$ cat src/rtl/rv32i_pkg.sv
// Shared RV32I decode types: the mnemonic enum produced by the decoder and
// consumed by the execute-stage units (including rv32i_lsu).
package rv32i_pkg;

  typedef enum logic [5:0] {
    LUI, AUIPC, JAL, JALR,
    BEQ, BNE, BLT, BGE, BLTU, BGEU,
    LB, LH, LW, LBU, LHU,
    SB, SH, SW,
    ADDI, SLTI, SLTIU, XORI, ORI, ANDI, SLLI, SRLI, SRAI,
    ADD, SUB, SLL, SLT, SLTU, XOR, SRL, SRA, OR, AND,
    FENCE, ECALL, EBREAK
  } RV32I_INSTRUCTION_MNEMONIC_t;

endpackage

$ cat src/rtl/rv32i_lsu.sv
// RV32I load/store unit: IDLE/REQ/RESP handshake to a word bus with timeout.
// Optional alignment trap: define RV32I_LSU_MISALIGN_TRAP_EN.
module rv32i_lsu
  import rv32i_pkg::*;
#(
  parameter int unsigned TIMEOUT_CYCLES = 16
) (
  input  logic                        clk,
  input  logic                        rst_n,
  input  logic                        req_valid,
  input  RV32I_INSTRUCTION_MNEMONIC_t mnemonic,
  input  logic [31:0]                 addr,
  input  logic [31:0]                 wdata,
  output logic                        req_ready,
  output logic                        stall,
  output logic                        rsp_valid,
  output logic [31:0]                 rd_data,
  output logic                        bus_err,
`ifdef RV32I_LSU_MISALIGN_TRAP_EN
  output logic                        misaligned,
`endif
  output logic                        mem_req,
  output logic                        mem_we,
  output logic [31:0]                 mem_addr,
  output logic [3:0]                  mem_be,
  output logic [31:0]                 mem_wdata,
  input  logic                        mem_ack,
  input  logic [31:0]                 mem_rdata
);

  localparam int unsigned CW = (TIMEOUT_CYCLES > 1) ? $clog2(TIMEOUT_CYCLES) : 1;
  localparam logic [CW-1:0] CNT_LAST = CW'(TIMEOUT_CYCLES - 1);

  localparam logic [1:0] IDLE = 2'd0;
  localparam logic [1:0] REQ  = 2'd1;
  localparam logic [1:0] RESP = 2'd2;

  logic [1:0]                  state;
  RV32I_INSTRUCTION_MNEMONIC_t mn_q;
  logic [31:0]                 addr_q;
  logic [31:0]                 wdata_q;
  logic [31:0]                 rd_q;
  logic [CW-1:0]               cnt;
  logic                        err_q;
  logic                        accept;
  logic                        in_req;
`ifdef RV32I_LSU_MISALIGN_TRAP_EN
  logic                        mis_q;
`endif

  function automatic logic is_mem(input RV32I_INSTRUCTION_MNEMONIC_t m);
    return m inside {LB, LH, LW, LBU, LHU, SB, SH, SW};
  endfunction

  function automatic logic is_store(input RV32I_INSTRUCTION_MNEMONIC_t m);
    return m inside {SB, SH, SW};
  endfunction

`ifdef RV32I_LSU_MISALIGN_TRAP_EN
  function automatic logic is_misaligned(input RV32I_INSTRUCTION_MNEMONIC_t m,
                                         input logic [1:0] a);
    case (m)
      LH, LHU, SH: return a[0];
      LW, SW:      return |a;
      default:     return 1'b0;
    endcase
  endfunction
`endif

  // Halfword lane uses addr[1] only and words ignore addr[1:0], so an
  // unaligned access without the trap silently rounds down.
  function automatic logic [31:0] load_extend(input RV32I_INSTRUCTION_MNEMONIC_t m,
                                              input logic [1:0] a,
                                              input logic [31:0] w);
    logic [7:0]  b;
    logic [15:0] h;
    case (a)
      2'd0:    b = w[7:0];
      2'd1:    b = w[15:8];
      2'd2:    b = w[23:16];
      default: b = w[31:24];
    endcase
    h = a[1] ? w[31:16] : w[15:0];
    case (m)
      LB:      return {{24{b[7]}}, b};
      LBU:     return {24'h0, b};
      LH:      return {{16{h[15]}}, h};
      LHU:     return {16'h0, h};
      LW:      return w;
      default: return '0;
    endcase
  endfunction

  assign accept = (state == IDLE) && req_valid && is_mem(mnemonic);
  assign in_req = (state == REQ);

  always_ff @(posedge clk or negedge rst_n) begin
    if (!rst_n) begin
      state   <= IDLE;
      mn_q    <= RV32I_INSTRUCTION_MNEMONIC_t'('0);
      addr_q  <= '0;
      wdata_q <= '0;
      rd_q    <= '0;
      cnt     <= '0;
      err_q   <= 1'b0;
`ifdef RV32I_LSU_MISALIGN_TRAP_EN
      mis_q   <= 1'b0;
`endif
    end else begin
      case (state)
        IDLE: begin
          if (accept) begin
            mn_q    <= mnemonic;
            addr_q  <= addr;
            wdata_q <= wdata;
            rd_q    <= '0;
            cnt     <= '0;
            err_q   <= 1'b0;
            state   <= REQ;
`ifdef RV32I_LSU_MISALIGN_TRAP_EN
            mis_q   <= is_misaligned(mnemonic, addr[1:0]);
            if (is_misaligned(mnemonic, addr[1:0])) state <= RESP;
`endif
          end
        end
        REQ: begin
          // Ack is checked first so it wins over a simultaneous expiry.
          if (mem_ack) begin
            rd_q  <= is_store(mn_q) ? '0 : load_extend(mn_q, addr_q[1:0], mem_rdata);
            state <= RESP;
          end else if (cnt == CNT_LAST) begin
            err_q <= 1'b1;
            rd_q  <= '0;
            state <= RESP;
          end else begin
            cnt <= cnt + 1'b1;
          end
        end
        RESP:    state <= IDLE;
        default: state <= IDLE;
      endcase
    end
  end

  always_comb begin
    req_ready = (state == IDLE);
    stall     = rst_n && (accept || in_req);
    rsp_valid = (state == RESP);
    rd_data   = rsp_valid ? rd_q : '0;
    bus_err   = rsp_valid && err_q;
`ifdef RV32I_LSU_MISALIGN_TRAP_EN
    misaligned = rsp_valid && mis_q;
`endif
    mem_req   = in_req;
    mem_we    = in_req && is_store(mn_q);
    mem_addr  = in_req ? {addr_q[31:2], 2'b00} : '0;
    mem_be    = '0;
    mem_wdata = '0;
    if (in_req) begin
      case (mn_q)
        SB: begin
          mem_be    = 4'b0001 << addr_q[1:0];
          mem_wdata = {4{wdata_q[7:0]}};
        end
        SH: begin
          mem_be    = addr_q[1] ? 4'b1100 : 4'b0011;
          mem_wdata = {2{wdata_q[15:0]}};
        end
        SW: begin
          mem_be    = 4'b1111;
          mem_wdata = wdata_q;
        end
        default: mem_be = 4'b1111;
      endcase
    end
  end

endmodule

$ cat config.mk
export PLATFORM = sky130hd
export DESIGN_NAME = rv32i_lsu
export DESIGN_NICKNAME = d
export VERILOG_FILES = /design/src/rtl/rv32i_pkg.sv /design/src/rtl/rv32i_lsu.sv
export SDC_FILE = /design/constraint.sdc
export NUM_CORES = 1
export LEC_CHECK = 0
export ABC_AREA = 1
export CORE_AREA = 3 3 117 119
export DETAILED_ROUTE_END_ITERATION = 12
export DIE_AREA = 0 0 120 122
export PLACE_DENSITY = 0.94
export REMOVE_ABC_BUFFERS = 1
export SYNTH_ARGS = -nofsm -noshare
export SYNTH_HDL_FRONTEND = slang
export SYNTH_SLANG_ARGS = --single-unit
$ cat constraint.sdc
create_clock -name clk -period 3.01 [get_ports clk]
set_input_delay 0.602 -clock clk [delete_from_list [all_inputs] [get_ports clk]]
set_output_delay 0.602 -clock clk [all_outputs]
set_load 0.02 [all_outputs]
* Word level (Yosys, flattened, before mapping)
Cells that the tools add are included.
Operators by class: add/sub/neg operators 1, equality and inequality tests 26, shift operators 1, muxes and demuxes 27, reduce and logical (&&, ||, !) cells 16
Operators with widths (count):
- 2-to-1 mux 32 bit | 7
- case mux 32 bit (5 select lines) | 1
- case mux 32 bit (3 select lines) | 1
- == test 6 x 4 -> 1 bit (second input constant) | 12
- case mux 32 bit (2 select lines) | 1
- == test 6 x 5 -> 1 bit (second input constant) | 4
- case mux 8 bit (3 select lines) | 1
- 2-to-1 mux 4 bit | 5
- 2-to-1 mux 16 bit | 1
- case mux 4 bit (2 select lines) | 2
- AND reduction 4 bit | 2
- nonzero test 8 bit | 1
- 2-to-1 mux 2 bit | 3
- logical AND 1 bit | 5
- adder 4 x 1 -> 4 bit (second input constant) | 1
- == test 2 x 1 -> 1 bit (second input constant) | 2
- == test 2 bit (second input constant) | 2
- == test 4 bit (second input constant) | 1
- zero test 2 bit | 2
- inequality test 2 x 1 -> 1 bit (second input constant) | 2
- inequality test 2 bit (second input constant) | 2
- case mux 2 bit (2 select lines) | 1
- AND reduction 2 bit | 2
- << shifter 1 x 2 -> 4 bit (first input constant) | 1
- 7 further kinds | 9
Storage, ports and cells: register bits 109, input bits 106, word-level logic and storage cells 78

* Logic depth before layout (Yosys ltp)
depth in word-level cells 6, mapped depth 11

* Worst setup path after synthesis
Ideal clock, no wire load.
kind input -> output, start input mnemonic[3], end output stall, data arrival time 1.680 ns, slack 0.728 ns, stages on the path 7, cell sequence inv_1 > nor2_1 > o21ai_0 > nand2_1 > nand2_2 > clkbuf_1 > a21boi_0
Between the ends: longest elaborated chain between the ends 5
RTL lines:
- from (decl) | RTL line rv32i_lsu.sv:11 | input RV32I_INSTRUCTION_MNEMONIC_t mnemonic,
- == test 6 x 4 -> 1 bit / == test 6 x 5 -> 1 bit (equally long branches) | RTL line rv32i_lsu.sv:52 | return m inside {LB, LH, LW, LBU, LHU, SB, SH, SW};
- nonzero test 8 bit * | RTL line rv32i_lsu.sv:52
- logical AND 1 bit * | RTL line rv32i_lsu.sv:94 | assign accept = (state == IDLE) && req_valid && is_mem(mnemonic);
- logical OR 1 bit * | RTL line rv32i_lsu.sv:147 | stall = rst_n && (accept || in_req);
- logical AND 1 bit * | RTL line rv32i_lsu.sv:147
- to (decl) | RTL line rv32i_lsu.sv:15 | output logic stall,
Mark *: on every way between the ends. The rest lies on a longest branch, timed or not.

* Final worst setup path
start input mnemonic[1], end output stall
The elaborated chain is that of the path after synthesis.

==> metrics <==
Fin. Hold Viols 0; number of antenna violations at the first check in global routing 0; met2 Use GR 45.03%; H-tree depth 3; top fanout value on the critical path 3; Yosys reg bits 109; total power 4556 µW; number of nets with antenna violations after routing 0; grt ovf 0; first-pass GRT wire length 31.36 mm; site row count 41; measured slew at the worst slew-check pin 0.9523 ns; maximum vdd drop 339.8 µV; Die Ht 122 µm; Slew Limit Fails 0; Diodes inserted 0; core footprint 12670 µm²; max frequency 343.6 MHz; Finish-stage setup viols 0; WS Path Type in -> out; Vias per Instance 5.058; reg2reg path depth 9; most numerous cell in the Yosys netlist nand2_1; largest net degree at the start of global routing 73; top cells by count, synth nand2_1 (405), inv_1 (133), nor2_1 (126); Net count, final 1281; maxcap violations 0; proportion of layout cells with a drive suffix above 1 5.004%; CP Launch Point mnemonic[1]; DIE AREA 14640 µm²; cell count after synthesis 978; power density over the cells 506.3 nW/µm²; vias in the first global route 6464; Area growth syn-to-layout 42.36%; Initial Util 49.89%; Longest Clk Path Bufs 2; CTS tree built; syn avg cell area 6.463 µm²; relative slew slack 36.52%; DR vias 6833; ys async rst share 100.0%; critical path endpoint category primary output; fin util 71.02%; Sequential Power Share 43.0%; Leak Pwr 0.005056 µW; I/O pin count 212; later-pin clock latency in the skew report 0.35 ns; crit path launch type input port; PortBufs 209; DRT Wirelength 20.26 mm; met1 Use GR 33.61%; DP HPWL 14.31 mm; combinational group share of total power 29.3%; post-route cell area 8999 µm²; Worst EP required 2.41 ns; P_sw 1613 µW; Synth area leaders dfrtp_1 (43%), nand2_1 (24%), inv_1 (7.9%); met3 Use GR 7.567%; sequential-to-total area share from yosys stat 43.15%; DRT Pass-1 Iters 7; Post-synth EDFFs 0; dpl cell area 8542 µm²; share of the synthesized area in the top cell type 43.15%; Final Wtd Congestion 0.9303; Fillers 1009; skew final 0.01034 ns; DRC Markers 0; Main synth FF type dfrtp_1; Die Wd 120 µm; clock power share 27.7%; Placed Instances 1331; post-synthesis instance area 6321 µm²; crit share post-route 96.69%; post-synth cell types 27; root buffer cell clkbuf_16; Clock Pin Slew Worst Setup and Hold Paths 0.08 ns; sw frac 35.40%; Post-Layout Cell Count 1351; Hold WC Path Type in -> async; status completed; Power Internal 2943 µW; total track usage 26.64%; DRT iter0 DRCs 650; Num CTS Buffers 9; gr busiest metal met2; clock sinks 109; cts hold-fix bufs 0; routed len/inst 15.00 µm; Ys Warns 0; minimum clock period 2.910 ns; WP data arrival 2.31 ns; RR Startpoint state[1]$_DFFE_PN0P_; Yosys top cell by area dfrtp_1
-- cells by family after synthesis --
family,after synthesis,synth area share (%)
AOI/OAI and AO/OA,76,6.176
buffers and inverters,183,12.00
xor gates and xnor gates,2,0.2772
and+or+nand+nor,606,38.14
other,1,0.05933
adders and majority gates,1,0.1979
DFF,109,43.15
-- per-layer routing --
layer	vias to the layer above	share of wire (%)	wire length (µm)
met4	0	1.9	389
li1	3314	-	-
met3	33	10	2035
met2	342	48	9732
met1	3144	40	8104
met5	-	0	0
-- worst paths after layout --
check	slack [ns]	to
max	0.1	stall
min	0.35	rd_q[13]$_DFFE_PN0P_
max reg2reg	0.85	mn_q[1]$_DFFE_PN0P_
min reg2reg	0.48	rd_q[27]$_DFFE_PN0P_
max in group asynchronous	1.34	rd_q[30]$_DFFE_PN0P_
min in group clk	0.48	rd_q[27]$_DFFE_PN0P_
-- placed cells by master (no fill, tap or decap), drive strengths merged --
master	Yosys	routed
conb	1	2
a21boi	1	1
clkinv	0	2
inv	136	137
nand2	408	408
nor3	1	1
nand3b	2	2
xor2	1	1
bufinv	0	1
clkbuf	16	9
dfrtp	109	109
a21oi	16	16
clkinvlp	0	4
o21ai	58	58
clkdlybuf4s50	0	178
nor2	133	134
dlygate4sd2	0	1
buf	31	21
ha	1	1
o41ai	1	1
nand3	62	62
xnor2	1	1
dlymetal6s2s	0	29
-- power by group through the flow --
stage	sequential, µW	combinational [µW]	clock, µW
2_1_floorplan	1940	760	0
3_3_place_gp	1960	1250	0
3_5_place_dp	1980	1290	0
4_1_cts	1950	1310	1270
5_1_grt	1990	1490	1330
6_report	1960	1330	1260
-- final cells by class --
| cell class | instances | area [µm²] | share of cell area, % |
|---|---|---|---|
| Timing Repair Buffer | 229 | 2347 | 26.08 |
| Tap cell | 172 | 215.2 | 2.392 |
| Multi-Input combinational cell | 688 | 2872 | 31.91 |
| Sequential cell | 109 | 2728 | 30.31 |
| Clock buffer | 9 | 225.2 | 2.503 |
| Timing Repair inverter | 1 | 5.005 | 0.05562 |
| Clock inverter | 7 | 92.59 | 1.029 |
| Inverter | 136 | 514.2 | 5.715 |
-- timing repair --
action                     CTS  global route
pin swaps                    0             2
gates resized for setup      7            34
gates cloned                 0             2
buffers inserted             0             2
setup endpoints to repair   44            50
-- critical path: stages --
cell and delay, ns:
clkdlybuf4s50_1 0.47, nor2_1 0.17, nand3_1 0.11, nand2_1 0.10, nand2_2 0.06, a21boi_0 0.16, clkdlybuf4s50_1 0.63
-- through the flow --
| stage | worst slack (ns) | hold slack, ns | setup TNS (ns) |
|---|---|---|---|
| detailed placement | 0.1242 | 0.4663 | 0 |
| global route | -0.02631 | 0.3831 | -0.04896 |
| finish | 0.09953 | 0.3473 | 0 |
| CTS | 0.003599 | 0.3616 | 0 |
| floorplan | 0.2816 | 0.3064 | 0 |
| global placement | 0.1955 | 0.4611 | 0 |
-- registers in the layout, summed over array words and instances, names as in the netlist --
name,count
addr_q,32
rd_q,32
wdata_q,32
mn_q,6
cnt,4
state,2
err_q,1
Note: power is estimated with default switching activity, not from simulation.
==> patch: new RTL, same settings <==
Register the output `bus_err`, without a reset; this adds one clock of latency there. The other outputs are not delayed to match.
--- a/src/rtl/rv32i_lsu.sv
+++ b/src/rtl/rv32i_lsu.sv
@@ -36,2 +36,4 @@
   localparam logic [1:0] RESP = 2'd2;
+
+  logic bus_err_d;
 
@@ -149,3 +151,3 @@
     rd_data   = rsp_valid ? rd_q : '0;
-    bus_err   = rsp_valid && err_q;
+    bus_err_d = rsp_valid && err_q;
 `ifdef RV32I_LSU_MISALIGN_TRAP_EN
@@ -177,2 +179,6 @@
 
+  always_ff @(posedge clk) begin
+    bus_err <= bus_err_d;
+  end
+
 endmodule
Behaviour: no difference found for any inputs over 4 cycles, from zero or initial values and one cycle with rst_n low; that may be too few to reach the edited logic, so the function may still have changed.
==> patch against the unedited design <==
Total power grew 0.17%. Sequential share of layout area is 0.30 points higher. Die area stayed put. Critical endpoint is now mem_wdata[29]. Wire length fell by 1.4%. Global-route usage increased by 1.1 points. Worst setup slack worse by 0.032 ns. Synthesized area is 0.32% higher. Critical path depth up 3. Design area shrank 0.26%. Sequential cell count rose by 1. Count of clock-buffer cells in the layout rose by 2. Maximum frequency down 1.1%.
==> patch: results (changes against the unedited design) <==
Worst-path clk slew -> 0.07 ns
Worst-Margin Slew -> 0.806 ns (was 0.952 ns)
DP Wirelength -> 14.0 mm (was 14.3 mm)
layout cells sized above 1 -> 4.92% (was 5.00%)
Worst R2R Setup Slack -> 0.89 ns (was 0.85 ns)
clock skew -> 0.00792 ns (was 0.0103 ns)
post-cts resize count -> 6 (was 7)
Post-Synth XOR/XNOR Area -> 0.276% (was 0.277%)
Initial DRC Count -> 648 (was 650)
Avg Vias per Cell -> 5.05 (was 5.06)
Synth Area in Adders -> 0.197% (was 0.198%)
standby leakage power -> 0.00489 uW (was 0.00506 uW)
Place WS -> 0.0368 ns (was 0.124 ns)
first-pass GRT wire length -> 32.3 mm (was 31.4 mm)
register area share after synthesis -> 43.3% (was 43.2%)
Final Critical Period -> 2.94 ns (was 2.91 ns)
CP max stage delay -> 0.59 ns (was 0.63 ns)
Max VDD drop -> 0.356 mV (was 0.340 mV)
CP delay by family, top -> buffers and inverters (unchanged)
setup repair bufs after CTS -> 5 (was 0)
Total GRT Usage -> 27.7% (was 26.6%)
vias in the first global route -> 6789 (was 6464)
Synth top area share -> 43.0% (was 43.2%)
status -> completed (unchanged)
Synth Area in Compound Gates -> 6.16% (was 6.18%)
most area-consuming cells after synthesis -> dfrtp_1 43%, nand2_1 24%, inv_1 7.9% (unchanged)
wire per inst -> 14.8 um (was 15.0 um)
pin count of the biggest net entering global routing -> 98 (was 73)
# fillers -> 1027 (was 1009)
first drt pass iteration count -> 6 (was 7)
CP arrival -> 2.34 ns (was 2.31 ns)
Netlist cell types -> 28 (was 27)
gpl congestion -> 0.913 (was 0.930)
patch: layout make-up:
type,count,area share [%]
repair buffers,231,25.9
flip-flops and latches,110,30.6
clock inverters,4,0.809
inverters,136,5.73
clock buffers,11,2.59
multi-input cells,688,32.0
well taps,172,2.40
patch: per-stage QoR:
step                      cells  util (%)  hold WS [ns]
final                      1352      70.8        0.0545
after global placement     1331      67.4         0.414
after floorplan             933         -         0.306
after global routing       1352      70.8        0.0417
after detailed placement   1331      67.4         0.415
after CTS                  1352      70.3        0.0369
patch: path summary, 6_finish.rpt:
| check | from | endpoint | cells past startpoint |
|---|---|---|---|
| max | mn_q[4] | mem_wdata[29] | 10 |
| min | rst_n | rd_q[28] | 1 |
| max reg2reg | mn_q[0] | rd_q[9] | 7 |
| min reg2reg | rd_q[28] | rd_q[28] | 2 |
| max in group asynchronous | rst_n | rd_q[15] | 3 |
| min in group clk | rd_q[28] | rd_q[28] | 2 |
patch: kinds of logic after synthesis:
kind of cell             Yosys count
AO/OA/AOI/OAI                     76
XOR/XNOR                           2
adder cells (fa/ha/maj)            1
buffers and inverters            183
flip-flops                       110
other                              1
AND/OR/NAND/NOR                  606
patch: power by group through the flow:
| stage | combinational (uW) | sequential, uW | clock (uW) |
|---|---|---|---|
| 6_report | 1330 | 1970 | 1260 |
| 5_1_grt | 1490 | 2010 | 1340 |
| 4_1_cts | 1310 | 1970 | 1280 |
| 3_5_place_dp | 1280 | 1990 | 0 |
| 3_3_place_gp | 1240 | 1970 | 0 |
| 2_1_floorplan | 759 | 1960 | 0 |
patch: layer usage:
metal  vias to the layer above  part of all wire [%]  GRT usage, %
met1                      3115                    39          33.1
met2                       356                    48          46.5
met3                        41                    10          8.22
li1                       3315                     -             -
met5                         -                     0             0
met4                         0                   2.6          12.4
